===== src/rtl/atm_credential_entry.sv =====
// ATM credential entry: keypad-driven account/PIN capture, table lookup and
// wrong-PIN lockout, built as a single registered FSM.
module atm_credential_entry #(
   parameter int DIGITS    = 4,
   parameter int NUM_ACCTS = 3,
   parameter int MAX_TRIES = 3
) (
   input  logic                          clk,
   input  logic                          rst_n,
   input  logic                          start,
   input  logic                          key_valid,
   input  logic [7:0]                    ascii_code,
   input  logic [NUM_ACCTS*4*DIGITS-1:0] acct_table,
   input  logic [NUM_ACCTS*4*DIGITS-1:0] pin_table,
   output logic [4*DIGITS-1:0]           acct,
   output logic [4*DIGITS-1:0]           pswd,
   output logic [3:0]                    acct_idx,
   output logic [3:0]                    status_code,
   output logic                          status_valid,
   output logic                          busy,
   output logic                          locked
);

   localparam int BW = 4 * DIGITS;
   localparam int CW = $clog2(DIGITS + 1);
   localparam logic [CW-1:0] FULL = CW'(DIGITS);
   localparam logic [CW-1:0] LAST = CW'(DIGITS - 1);
   localparam logic [CW-1:0] ONE  = CW'(1);
   localparam logic [2:0]    TRY_LIM = 3'(MAX_TRIES);

   localparam logic [3:0] ST_ACC_FOUND     = 4'b0001;
   localparam logic [3:0] ST_ACC_NOT_FOUND = 4'b0010;
   localparam logic [3:0] ST_PIN_CORRECT   = 4'b0011;
   localparam logic [3:0] ST_PIN_INCORRECT = 4'b0100;
   localparam logic [3:0] ST_EXIT          = 4'b0111;
   localparam logic [3:0] ST_INPUT_DONE    = 4'b1000;

   typedef enum logic [2:0] {
      IDLE, ACCT_ENTRY, ACCT_CHECK, PIN_ENTRY, PIN_CHECK, DONE, LOCKED
   } state_t;

   state_t        state;
   logic [CW-1:0] cnt;
   logic [2:0]    tries;
   logic [2:0]    tries_nx;

   logic is_digit, is_bs, is_enter, is_quit;
   assign is_digit = key_valid && (ascii_code >= 8'h30) && (ascii_code <= 8'h39);
   assign is_bs    = key_valid && (ascii_code == 8'h08);
   assign is_enter = key_valid && (ascii_code == 8'h0D);
   assign is_quit  = key_valid && (ascii_code == 8'h71);
   assign tries_nx = tries + 3'd1;

   // The buffer being edited depends on which entry state is active.
   logic [BW-1:0] ent_buf, ent_shl, ent_shr;
   always_comb begin
      ent_buf = (state == PIN_ENTRY) ? pswd : acct;
      ent_shl = {ent_buf[BW-5:0], ascii_code[3:0]};
      ent_shr = ent_buf >> 4;
   end

   // Descending scan so the lowest matching index wins.
   logic          acct_hit;
   logic [3:0]    hit_idx;
   logic [BW-1:0] pin_sel;
   always_comb begin
      acct_hit = 1'b0;
      hit_idx  = '0;
      pin_sel  = '0;
      for (int i = NUM_ACCTS - 1; i >= 0; i--) begin
         if (acct == acct_table[i*BW +: BW]) begin
            acct_hit = 1'b1;
            hit_idx  = 4'(i);
         end
      end
      for (int i = 0; i < NUM_ACCTS; i++) begin
         if (acct_idx == 4'(i)) pin_sel = pin_table[i*BW +: BW];
      end
   end

   assign busy   = (state != IDLE);
   assign locked = (state == LOCKED);

   always_ff @(posedge clk or negedge rst_n) begin
      if (!rst_n) begin
         state        <= IDLE;
         cnt          <= '0;
         tries        <= '0;
         acct         <= '0;
         pswd         <= '0;
         acct_idx     <= '0;
         status_code  <= '0;
         status_valid <= 1'b0;
      end else begin
         status_valid <= 1'b0;
         case (state)
            IDLE: begin
               if (start) begin
                  state    <= ACCT_ENTRY;
                  cnt      <= '0;
                  tries    <= '0;
                  acct     <= '0;
                  pswd     <= '0;
                  acct_idx <= '0;
               end
            end
            ACCT_ENTRY, PIN_ENTRY: begin
               if (is_quit) begin
                  state        <= IDLE;
                  cnt          <= '0;
                  tries        <= '0;
                  acct         <= '0;
                  pswd         <= '0;
                  acct_idx     <= '0;
                  status_code  <= ST_EXIT;
                  status_valid <= 1'b1;
               end else if (is_digit && (cnt != FULL)) begin
                  if (state == ACCT_ENTRY) acct <= ent_shl;
                  else                     pswd <= ent_shl;
                  cnt <= cnt + ONE;
                  if (cnt == LAST) begin
                     status_code  <= ST_INPUT_DONE;
                     status_valid <= 1'b1;
                  end
               end else if (is_bs && (cnt != '0)) begin
                  if (state == ACCT_ENTRY) acct <= ent_shr;
                  else                     pswd <= ent_shr;
                  cnt <= cnt - ONE;
               end else if (is_enter && (cnt == FULL)) begin
                  state <= (state == ACCT_ENTRY) ? ACCT_CHECK : PIN_CHECK;
               end
            end
            ACCT_CHECK: begin
               status_valid <= 1'b1;
               cnt          <= '0;
               if (acct_hit) begin
                  acct_idx    <= hit_idx;
                  status_code <= ST_ACC_FOUND;
                  state       <= PIN_ENTRY;
               end else begin
                  acct        <= '0;
                  status_code <= ST_ACC_NOT_FOUND;
                  state       <= ACCT_ENTRY;
               end
            end
            PIN_CHECK: begin
               status_valid <= 1'b1;
               if (pswd == pin_sel) begin
                  status_code <= ST_PIN_CORRECT;
                  state       <= DONE;
               end else begin
                  status_code <= ST_PIN_INCORRECT;
                  tries       <= tries_nx;
                  pswd        <= '0;
                  cnt         <= '0;
                  state       <= (tries_nx == TRY_LIM) ? LOCKED : PIN_ENTRY;
               end
            end
            DONE: begin
               if (is_quit) begin
                  state        <= IDLE;
                  cnt          <= '0;
                  tries        <= '0;
                  acct         <= '0;
                  pswd         <= '0;
                  acct_idx     <= '0;
                  status_code  <= ST_EXIT;
                  status_valid <= 1'b1;
               end
            end
            LOCKED: begin
               // Only rst_n leaves this state.
            end
            default: state <= IDLE;
         endcase
      end
   end

endmodule


===== config.mk =====
export PLATFORM = sky130hd
export DESIGN_NAME = atm_credential_entry
export DESIGN_NICKNAME = d
export VERILOG_FILES = /design/src/rtl/atm_credential_entry.sv
export SDC_FILE = /design/constraint.sdc
export NUM_CORES = 1
export LEC_CHECK = 0
export BUFFER_PORTS_ARGS = -buffer_cell sky130_fd_sc_hd__clkbuf_2
export CORE_MARGIN = 5
export CORE_UTILIZATION = 25
export CTS_CLUSTER_SIZE = 30
export DETAILED_ROUTE_END_ITERATION = 10
export GPL_TIMING_DRIVEN = 0
export PLACE_DENSITY_LB_ADDON = 0.12
export SLEW_MARGIN = 15
export SYNTH_ARGS = -nofsm -noshare
export SYNTH_HDL_FRONTEND = slang
export SYNTH_SLANG_ARGS = --single-unit

===== constraint.sdc =====
create_clock -name clk -period 3.2 [get_ports clk]
set_input_delay 0.8 -clock clk [delete_from_list [all_inputs] [get_ports clk]]
set_output_delay 0.8 -clock clk [all_outputs]
set_load 0.005 [all_outputs]

==> impl_metrics.env, run 1 <==
export IMPL_cts_buffer_depth=2
export IMPL_holdCritPathClass="reg2reg"
export IMPL_synth_top_area_share_pct=27.72
export IMPL_syn_avg_cell_area_um2=9.318
export IMPL_row_count=48
export IMPL_routed_wl_mm=15.24
export IMPL_clk_pin_slew_ns=0.07
export IMPL_slew_violations=0
export IMPL_yosys_top_cells_area="dfrtp_1 (28%), mux2i_1 (7.4%), xor2_1 (6.5%), mux2_2 (6.0%), nand2b_1 (5.3%)"
export IMPL_worst_path_max_delay_cell="or4_1"
export IMPL_fin_util_pct=32.78
export IMPL_core_mm2=0.01718
export IMPL_period_minus_slack_ns=3.072
export IMPL_p_per_area_mw_per_mm2=426.5
export IMPL_synth_edf_count=0
export IMPL_n_antenna_cell=0
export IMPL_dieHeight_um=141.7
export IMPL_final_hold_viol_count=0
export IMPL_drt_pass1_iterations=5
export IMPL_area_growth_pct=29.95
export IMPL_power_frac_comb_pct=47.7
export IMPL_cts_root_buf="clkbuf_16"
export IMPL_synth_compound_area_share_pct=12.99
export IMPL_tightest_slew_ns=0.7763
export IMPL_cts_inserted_buffers=5
export IMPL_total_power_mw=2.402
export IMPL_die_area_mm2=0.02006
export IMPL_drive_gt1_share_pct=37.24
export IMPL_grt_usage_pct=14.81
export IMPL_worstPathRequired_ns=3.37
export IMPL_cp_data_arrival_time_ns=3.24
export IMPL_synth_simple_area_share_pct=26.16
export IMPL_synth_cell_type_count=66
export IMPL_internal_power_mw=1.469
export IMPL_synth_xor_area_share_pct=9.905
export IMPL_cp_max_fo=10
export IMPL_ios=151
export IMPL_switchingPower_mw=0.9326
export IMPL_pwr_share_seq_pct=31.2
export IMPL_finalSetupViolCount=0
export IMPL_grt_max_degree=49
export IMPL_slew_headroom_pct=48.25
export IMPL_synth_seq_cells=48
export IMPL_swShare_pct=38.84
export IMPL_fin_nets=734
export IMPL_initial_core_util_pct=25.23
export IMPL_synthArstFlopShare_pct=100.0
export IMPL_status="finished, final reports clean"
export IMPL_post_drt_via_cell_ratio=4.958
export IMPL_drcViolationCount=0
export IMPL_synth_area_mm2=0.004333
export IMPL_grt_pass1_vias=4331
export IMPL_clock_skew_ns=0.009732
export IMPL_worst_skew_pair_late_latency_ns=0.29
export IMPL_p_leak_nw=2.627
export IMPL_first_iter_violations=192
export IMPL_timing_final_crit_share_pct=96.01
export IMPL_chipWidth_um=141.7
export IMPL_io_buffer_count=148
export IMPL_cts_tree="yes"
export IMPL_end_kind="flop"
export IMPL_antenna_found_initial=0
export IMPL_cts_num_sinks=48
export IMPL_start_kind="flop"
export IMPL_synth_top_area_cell="dfrtp_1"
export IMPL_vias=4204
export IMPL_final_area_mm2=0.005630
export IMPL_place_gp_congestion=0.8406
export IMPL_rsz0062_at_grt="false"
export IMPL_hpwl_mm=12.42
export IMPL_slowest_delay_ns=0.60
export IMPL_synth_top_family_by_area="simple AND/OR/NAND/NOR gates"
export IMPL_vdd_drop_max_mv=0.2076
export IMPL_wl_per_cell_um=17.97
export IMPL_maxCapViolations=0
export IMPL_worstSetupPathType="reg2reg"
export IMPL_htreeDepth=2
export IMPL_synth_fa_ha_area_share_pct=1.040
export IMPL_pre_cts_ws_ns=-0.3258
export IMPL_setup_ws_ns=0.1276
export IMPL_yosysWarningCount=0
export IMPL_crit_chain="buf_6 > mux2i_2 > nor3b_1 > o22ai_1 > or4_1 > or4b_4 > nand2_4 > buf_12 > mux2_4"
export IMPL_synth_flop_cell="dfrtp_1"
export IMPL_grt_pass1_wl_mm=23.89
export IMPL_synthMuxAreaShare_pct=17.10
export IMPL_fin_tns_setup_ns=0
export IMPL_ant_nets=0
export IMPL_synthCells=465
export IMPL_grt_overflow_total=0
export IMPL_clkPwrFrac_pct=21.1
export IMPL_synth_seq_area_share_pct=27.72
export IMPL_max_freq_mhz=325.5
export IMPL_dpl_cell_area_mm2=0.005361
## registers in the layout (all words and copies together), names as in the netlist
name and cells:
acct 16, pswd 16, status_code 4, cnt 3
state 3, tries 3, acct_idx 2, status_valid 1
## kinds of logic (layout without fill, tap and decap cells)
family                   Yosys count  count (layout)
XOR/XNOR                          49              49
adder cells (fa/ha/maj)            3               3
flip-flops                        48              48
multiplexers                      66              66
AO/OA/AOI/OAI                     79              79
AND/OR/NAND/NOR                  179             179
buffers and inverters             40             197
other                              1               2
## cell usage after synthesis, types with 10 or more instances
master / instances
a21oi_1: 12
nor4_1: 11
mux2_2: 23
o22ai_1: 19
mux2i_1: 32
dfrtp_1: 48
nand2_1: 28
nor2_1: 15
o221ai_1: 17
mux2_4: 10
nand4b_1: 17
inv_1: 13
nand2b_1: 37
xnor2_1: 17
nor3b_1: 16
nor2b_1: 17
xor2_1: 32
## power groups by stage
stage	Combinational (mW)	Sequential, mW	Clock, mW
2_1_floorplan	0.810	0.743	0
3_3_place_gp	1.12	0.755	0
3_5_place_dp	1.12	0.759	0
4_1_cts	1.14	0.750	0.524
5_1_grt	1.26	0.761	0.546
6_report	1.15	0.749	0.506
## per-stage QoR
| stage | hold slack (ns) | instances |
|---|---|---|
| floorplan | 0.4673 | 466 |
| global placement | 0.4689 | 839 |
| detailed placement | 0.4689 | 839 |
| CTS | 0.4908 | 847 |
| global route | 0.5037 | 848 |
| finish | 0.4854 | 848 |
## placed cells by master, fill, tap and decap left out, types with 13 or more instances in the layout
cell type	n
nand2b_1	37
clkbuf_2	148
nand4b_1	17
xnor2_1	17
o221ai_1	17
o22ai_1	19
nor2_1	15
xor2_1	32
nand2_1	28
mux2i_1	25
dfrtp_1	47
inv_1	13
mux2_2	23
nor2b_1	17
## path summary, 6_finish.rpt
| kind | start | to | slack, ns | depth (start not counted) |
|---|---|---|---|---|
| setup / recovery | acct_idx[0]$_DFFE_PN0P_ | pswd[14]$_DFFE_PN0P_ | 0.13 | 9 |
| hold / removal | status_code[3]$_DFFE_PN0P_ | status_code[3]$_DFFE_PN0P_ | 0.49 | 2 |
| setup reg to reg | acct_idx[0]$_DFFE_PN0P_ | pswd[14]$_DFFE_PN0P_ | 0.13 | 9 |
| hold reg to reg | status_code[3]$_DFFE_PN0P_ | status_code[3]$_DFFE_PN0P_ | 0.49 | 2 |
| max in group asynchronous | rst_n | acct_idx[0]$_DFFE_PN0P_ | 2.14 | 1 |
| min in group asynchronous | rst_n | tries[0]$_DFFE_PN0P_ | 0.55 | 1 |
## final cells by class
type | count | area, um2
Buffer | 26 | 182.7
Clock inverter | 2 | 12.51
Inverter | 14 | 52.55
Fill cell | 1888 | 11550
Tap cell | 225 | 281.5
Clock buffer | 5 | 125.1
Multi-Input combinational cell | 378 | 3015
Timing Repair Buffer | 150 | 758.2
Sequential cell | 48 | 1202
## critical path: cells and delay by family, from the launching register on
kind	cells	cell delay, ns
AO/OA/AOI/OAI	1	0.12
flip-flops	1	0.43
AND/OR/NAND/NOR	4	1.49
multiplexers	2	0.56
buffers and inverters	2	0.34
## what timing repair did
action,CTS,global route
cloned,0,0
hold buffers,0,0
buffers inserted,1,1
gates resized for setup,5,23
pin swaps,2,1
endpoints found under the setup margin,29,15
## routing by layer
layer,vias up,global-route usage [%],part of all wire (%)
li1,2040,-,-
met1,1995,20.64,47
met2,159,24.16,46
met3,10,2.494,6.4
met4,0,3.131,1.1
met5,-,0,0
Power figures use the tool's default switching activity.
==> run 2: changes to the inputs <==
ABC_AREA = 1   (was unset)
==> run 2 against run 1 <==
  * Maximum frequency is 22% higher
  * Critical path depth is 2 higher
  * Cell count is 31% higher
  * Die area is 3.6% higher
  * Utilization is 0.91 points lower
  * Via count is 17% higher
  * Non-clock buffer count is 2 lower
  * First-iteration DRC count is 15% higher
  * Combinational power is 100% higher
  * Flip-flop and latch count stayed put
  * Total power is 61% higher
  * Global-route usage is 0.24 points lower
  * Critical endpoint is now pswd[3]$_DFFE_PN0P_
  * Largest cell class unchanged
  * Largest power group unchanged
==> impl_metrics.env, run 2 <==
export IMPL_status="finished, final reports clean"
export IMPL_yosys_top_cells_area="dfrtp_1 (27%), nand2_1 (23%), nand3_1 (7.6%), inv_1 (6.9%), nor2_1 (6.2%)"
export IMPL_cts_inserted_buffers=5
export IMPL_fin_nets=996
export IMPL_synthArstFlopShare_pct=100.0
export IMPL_io_buffer_count=148
export IMPL_p_per_area_mw_per_mm2=678.7
export IMPL_fillCellCount=2023
export IMPL_worstPathRequired_ns=3.43
export IMPL_cts_tree="yes"
export IMPL_synth_seq_cells=48
export IMPL_drt_pass1_iterations=5
export IMPL_cts_num_sinks=48
export IMPL_synth_flop_cell="dfrtp_1"
export IMPL_period_minus_slack_ns=2.528
export IMPL_die_area_mm2=0.02080
export IMPL_first_iter_violations=221
export IMPL_synth_area_mm2=0.004503
export IMPL_dpl_cell_area_mm2=0.005537
export IMPL_critPathBufInv=4
export IMPL_rsz0062_at_grt="false"
export IMPL_synth_top_area_share_pct=26.67
export IMPL_reg2reg_slack_ns=1.00
export IMPL_routed_wl_mm=15.57
export IMPL_drcViolationCount=0
export IMPL_path_delay_family="simple AND/OR/NAND/NOR gates"
export IMPL_fin_tns_setup_ns=0
export IMPL_dieHeight_um=144.2
export IMPL_cts_root_buf="clkbuf_16"
export IMPL_worst_path_max_delay_cell="nor2_1"
export IMPL_timing_final_crit_share_pct=78.99
export IMPL_grt_usage_pct=14.57
export IMPL_clk_pin_slew_ns=0.07
export IMPL_clock_skew_ns=0.006422
export IMPL_final_area_mm2=0.005687
export IMPL_place_gp_congestion=0.8589
export IMPL_cp_max_fo=10
export IMPL_vdd_drop_max_mv=0.4019
export IMPL_synthCells=729
export IMPL_final_common_cell="nand2_1"
export IMPL_area_growth_pct=26.28
export IMPL_worst_skew_pair_late_latency_ns=0.29
export IMPL_fin_util_pct=31.87
export IMPL_top_regs="acct: 16 flops, pswd: 16 flops, status_code: 4 flops"
export IMPL_cts_resized=0
export IMPL_initial_core_util_pct=25.24
export IMPL_dp_cells=1107
export IMPL_slew_violations=0
export IMPL_p_leak_nw=3.195
export IMPL_total_power_mw=3.860
export IMPL_holdCritPathClass="reg2reg"
export IMPL_hpwl_mm=13.15
export IMPL_post_drt_via_cell_ratio=4.420
export IMPL_worstSetupPathType="in2reg"
export IMPL_slew_headroom_pct=54.11
export IMPL_grt_overflow_total=0
export IMPL_ios=151
export IMPL_yosysWarningCount=0
export IMPL_syn_avg_cell_area_um2=6.177
export IMPL_fin_cells=1115
export IMPL_crit_path_frequent_cell="nand2_1"
export IMPL_end_kind="flop"
export IMPL_synth_seq_area_share_pct=26.67
export IMPL_slowest_delay_ns=0.46
export IMPL_maxCapViolations=0
export IMPL_start_kind="primary input"
export IMPL_cp_data_arrival_time_ns=2.76
export IMPL_synth_commonest_cells="nand2_1 (271), inv_1 (83), nor2_1 (74), nand3_1 (68), dfrtp_1 (48)"
export IMPL_cts_setup_buffers=0
export IMPL_synth_top_area_cell="dfrtp_1"
export IMPL_grt_pass1_wl_mm=24.01
export IMPL_finalSetupViolCount=0
export IMPL_final_hold_viol_count=0
export IMPL_synth_cell_type_count=39
export IMPL_antenna_found_initial=0
export IMPL_htreeDepth=2
export IMPL_ctsHoldBuffers=0
export IMPL_grt_pass1_vias=4700
export IMPL_tightest_slew_ns=0.6883
export IMPL_n_antenna_cell=0
export IMPL_max_freq_mhz=395.6
export IMPL_grt_max_degree=49
export IMPL_synth_edf_count=0
export IMPL_row_count=49
export IMPL_layout_common_cells="nand2_1 (271), clkbuf_2 (149), inv_1 (83)"
export IMPL_cts_buffer_depth=2
export IMPL_wl_per_cell_um=13.96
export IMPL_chipWidth_um=144.2
export IMPL_drive_gt1_share_pct=25.62
export IMPL_vias=4928
export IMPL_crit_chain="clkbuf_2 > inv_1 > nand2_1 > a21oi_1 > nand3_1 > nor2_1 > inv_2 > buf_2 > o21ai_0 > nand4_1 > nand2_1"
export IMPL_ant_nets=0
export IMPL_yosysMostFrequentCell="nand2_1"
export IMPL_core_mm2=0.01784
## run 2: cell count changes in the layout (fill, tap and decap cells not counted), sizes merged, moves of 18 or more
cell / delta
mux2i: -32
nand4: +32
nand2b: -37
inv: +76
nor3b: -18
nor2: +70
nand3: +75
o21ai: +20
mux2: -34
nand2: +256
## run 2: worst paths after layout
kind                                             from                         end  depth (start not counted)
setup reg to reg                 acct[11]$_DFFE_PN0P_         acct[7]$_DFFE_PN0P_                         12
hold / removal             status_code[0]$_DFFE_PN0P_  status_code[0]$_DFFE_PN0P_                          2
max in group asynchronous                       rst_n  status_code[1]$_DFFE_PN0P_                          1
min in group asynchronous                       rst_n          cnt[1]$_DFFE_PN0P_                          1
setup / recovery                        ascii_code[1]         pswd[3]$_DFFE_PN0P_                         11
hold reg to reg            status_code[0]$_DFFE_PN0P_  status_code[0]$_DFFE_PN0P_                          2
## run 2: cell families after synthesis
| logic type | synth area share (%) |
|---|---|
| buffers and inverters | 12.00 |
| AOI/OAI and AO/OA | 5.196 |
| xor gates and xnor gates | 4.279 |
| DFF | 26.67 |
| other | 0.08328 |
| adders and majority gates | 1.000 |
| and+or+nand+nor | 50.76 |
## run 2: worst reg2reg max path, delay by kind of cell (launching register included)
kind | cells | cell delay, ns
buffers and inverters | 2 | 0.59
DFF | 1 | 0.45
and+or+nand+nor | 10 | 1.11
## run 2: per-layer routing
metal / GRT usage [%] / share of wire [%] / up-vias / wire length, um
met5: 0 / 0 / - / 0
met4: 2.602 / 1.0 / 0 / 162
met3: 1.984 / 5.9 / 14 / 912
met2: 25.26 / 49 / 118 / 7655
met1: 19.61 / 44 / 2174 / 6839
li1: - / - / 2622 / -
## run 2: through the flow
stage,hold WS [ns],setup WS (ns)
3_3_place_gp,0.4724,0.4055
2_1_floorplan,0.4610,0.8873
3_5_place_dp,0.4701,0.4047
4_1_cts,0.4910,0.6990
6_report,0.4853,0.6722
5_1_grt,0.5297,0.4893
## run 2: cell type report
type                    count  area [um2]  share of cell area [%]
multi-input cells         566        2765                   48.62
repair buffers            148       743.2                   13.07
flip-flops and latches     48        1201                   21.12
clock buffers               7       142.6                   2.508
inverters                  90       342.8                   6.029
clock inverters             1       7.507                  0.1320
plain buffers              26       197.7                   3.476
well taps                 229       286.5                   5.039
## run 2: power breakdown
group / total (mW) / switching [mW] / internal, mW
Sequential: 0.975 / 0.208 / 0.767
Clock: 0.555 / 0.243 / 0.312
Combinational: 2.33 / 1.47 / 0.862
==> run 3: changes to the inputs <==
clock period = 2.3 ns   (was 3.2 ns; I/O delays follow)
==> run 3 against run 2 <==
  * Critical endpoint unchanged
  * Critical path depth unchanged
  * Wire length about the same
  * Sequential share of layout area fell by 0.38 points
==> impl_metrics.env, run 3 (same netlist as run 2, synthesis figures left out) <==
export IMPL_cp_data_arrival_time_ns=2.40
export IMPL_dpl_cell_area_mm2=0.005537
export IMPL_power_frac_comb_pct=61.3
export IMPL_ios=151
export IMPL_grt_pass1_wl_mm=24.01
export IMPL_ant_nets=0
export IMPL_finalSetupViolCount=0
export IMPL_vias=4934
export IMPL_clk_pin_slew_ns=0.07
export IMPL_io_buffer_count=148
export IMPL_die_area_mm2=0.02080
export IMPL_dp_cells=1107
export IMPL_final_common_cell="nand2_1"
export IMPL_drcViolationCount=0
export IMPL_cts_root_buf="clkbuf_16"
export IMPL_dieHeight_um=144.2
export IMPL_maxCapViolations=0
export IMPL_pwr_share_seq_pct=24.7
export IMPL_place_gp_congestion=0.8589
export IMPL_worstPathRequired_ns=2.53
export IMPL_first_iter_violations=210
export IMPL_htreeDepth=2
export IMPL_grt_pass1_vias=4700
export IMPL_row_count=49
export IMPL_period_minus_slack_ns=2.163
export IMPL_cts_num_sinks=48
export IMPL_max_freq_mhz=462.3
export IMPL_fin_cells=1122
export IMPL_swShare_pct=49.20
export IMPL_worstSetupPathType="in2reg"
export IMPL_post_drt_via_cell_ratio=4.398
export IMPL_vdd_drop_max_mv=0.5434
export IMPL_status="finished, final reports clean"
export IMPL_final_area_mm2=0.005797
export IMPL_start_kind="primary input"
export IMPL_timing_final_crit_share_pct=94.04
export IMPL_core_mm2=0.01784
export IMPL_slew_violations=0
export IMPL_fin_nets=1003
export IMPL_cts_buffer_depth=2
export IMPL_initial_core_util_pct=25.24
export IMPL_n_antenna_cell=0
export IMPL_drt_pass1_iterations=5
export IMPL_ctsHoldBuffers=0
export IMPL_grt_max_degree=49
export IMPL_wl_per_cell_um=13.89
export IMPL_final_hold_viol_count=0
export IMPL_grt_overflow_total=0
export IMPL_rsz0062_at_grt="false"
export IMPL_internal_power_mw=2.791
export IMPL_top_regs="acct: 16 flops, pswd: 16 flops, status_code: 4 flops"
export IMPL_grt_usage_pct=14.57
export IMPL_clock_skew_ns=0.006085
export IMPL_cts_inserted_buffers=5
export IMPL_p_leak_nw=3.245
export IMPL_area_growth_pct=28.73
export IMPL_worst_skew_pair_late_latency_ns=0.29
export IMPL_layout_common_cells="nand2_1 (270), clkbuf_2 (150), inv_1 (83)"
export IMPL_slew_headroom_pct=54.24
export IMPL_p_per_area_mw_per_mm2=947.7
export IMPL_switchingPower_mw=2.703
export IMPL_cts_tree="yes"
export IMPL_cp_max_fo=10
export IMPL_tightest_slew_ns=0.6864
export IMPL_drive_gt1_share_pct=27.10
export IMPL_chipWidth_um=144.2
export IMPL_hold_ws_ns=0.3206
export IMPL_antenna_found_initial=0
export IMPL_end_kind="flop"
export IMPL_fin_tns_setup_ns=0
export IMPL_hpwl_mm=13.15
export IMPL_holdCritPathClass="in2async"
export IMPL_clkPwrFrac_pct=14.0
export IMPL_routed_wl_mm=15.58
-- run 3: cell types whose count changed in the layout (fill, tap and decap cells not counted), moves of 2 or more --
cell / previous run / this run
buf_4: 6 / 13
nand3_1: 68 / 65
clkbuf_1: 6 / 4
nand3_2: 13 / 15
-- run 3: layout make-up --
class	count	area, um2
clock buffer	7	142.6
timing repair buffer	155	795.8
buffer	26	210.2
tap	229	286.5
sequential	48	1202
multi-input combinational	566	2809
fill	2018	12040
inverter	90	342.8
clock inverter	1	7.507
-- run 3: metal layers --
| metal | track usage (%) | vias up | wire [um] |
|---|---|---|---|
| met4 | 2.602 | 0 | 155 |
| met2 | 25.26 | 107 | 7674 |
| li1 | - | 2638 | - |
| met3 | 1.984 | 14 | 756 |
| met5 | 0 | - | 0 |
| met1 | 19.61 | 2175 | 6997 |
-- run 3: path summary, 6_finish.rpt --
check | from | end | slack, ns | cells after the start
worst max-delay path | ascii_code[1] | pswd[3]$_DFFE_PN0P_ | 0.14 | 11
worst min-delay path | rst_n | cnt[1]$_DFFE_PN0P_ | 0.32 | 1
worst max register to register | cnt[0]$_DFFE_PN0P_ | cnt[2]$_DFFE_PN0P_ | 0.19 | 10
worst min register to register | status_code[0]$_DFFE_PN0P_ | status_code[0]$_DFFE_PN0P_ | 0.49 | 2
max in group asynchronous | rst_n | acct[14]$_DFFE_PN0P_ | 1.47 | 1
min in group clk | status_code[0]$_DFFE_PN0P_ | status_code[0]$_DFFE_PN0P_ | 0.49 | 2
-- run 3: timing repair --
| action | CTS | global route |
|---|---|---|
| setup endpoints to repair | 0 | 36 |
| hold endpoints to repair | 0 | 0 |
| buffers inserted | 0 | 7 |
| gates resized for setup | 0 | 18 |
-- run 3: power by group through the flow --
stage	combinational (mW)	clock, mW	sequential, mW
2_1_floorplan	2.35	0	1.31
3_3_place_gp	3.28	0	1.39
3_5_place_dp	3.25	0	1.39
4_1_cts	3.28	0.797	1.37
5_1_grt	3.84	0.826	1.40
6_report	3.37	0.771	1.36
-- run 3: critical path, stage by stage --
cell      delay, ns
clkbuf_2       0.08
inv_1          0.14
nand2_1        0.09
a21oi_1        0.24
nand3_4        0.15
nor2_2         0.28
inv_2          0.07
buf_2          0.19
o21ai_0        0.35
nand4_1        0.14
nand2_1        0.09
-- run 3: metrics by stage --
step	util, %	power (mW)	setup slack [ns]
6_report	32.49	5.494	0.1371
5_1_grt	32.49	6.065	0.006318
4_1_cts	31.87	5.446	0.02400
3_5_place_dp	31.03	4.642	-0.2703
3_3_place_gp	31.02	4.663	-0.2695
2_1_floorplan	-	3.657	0.2123
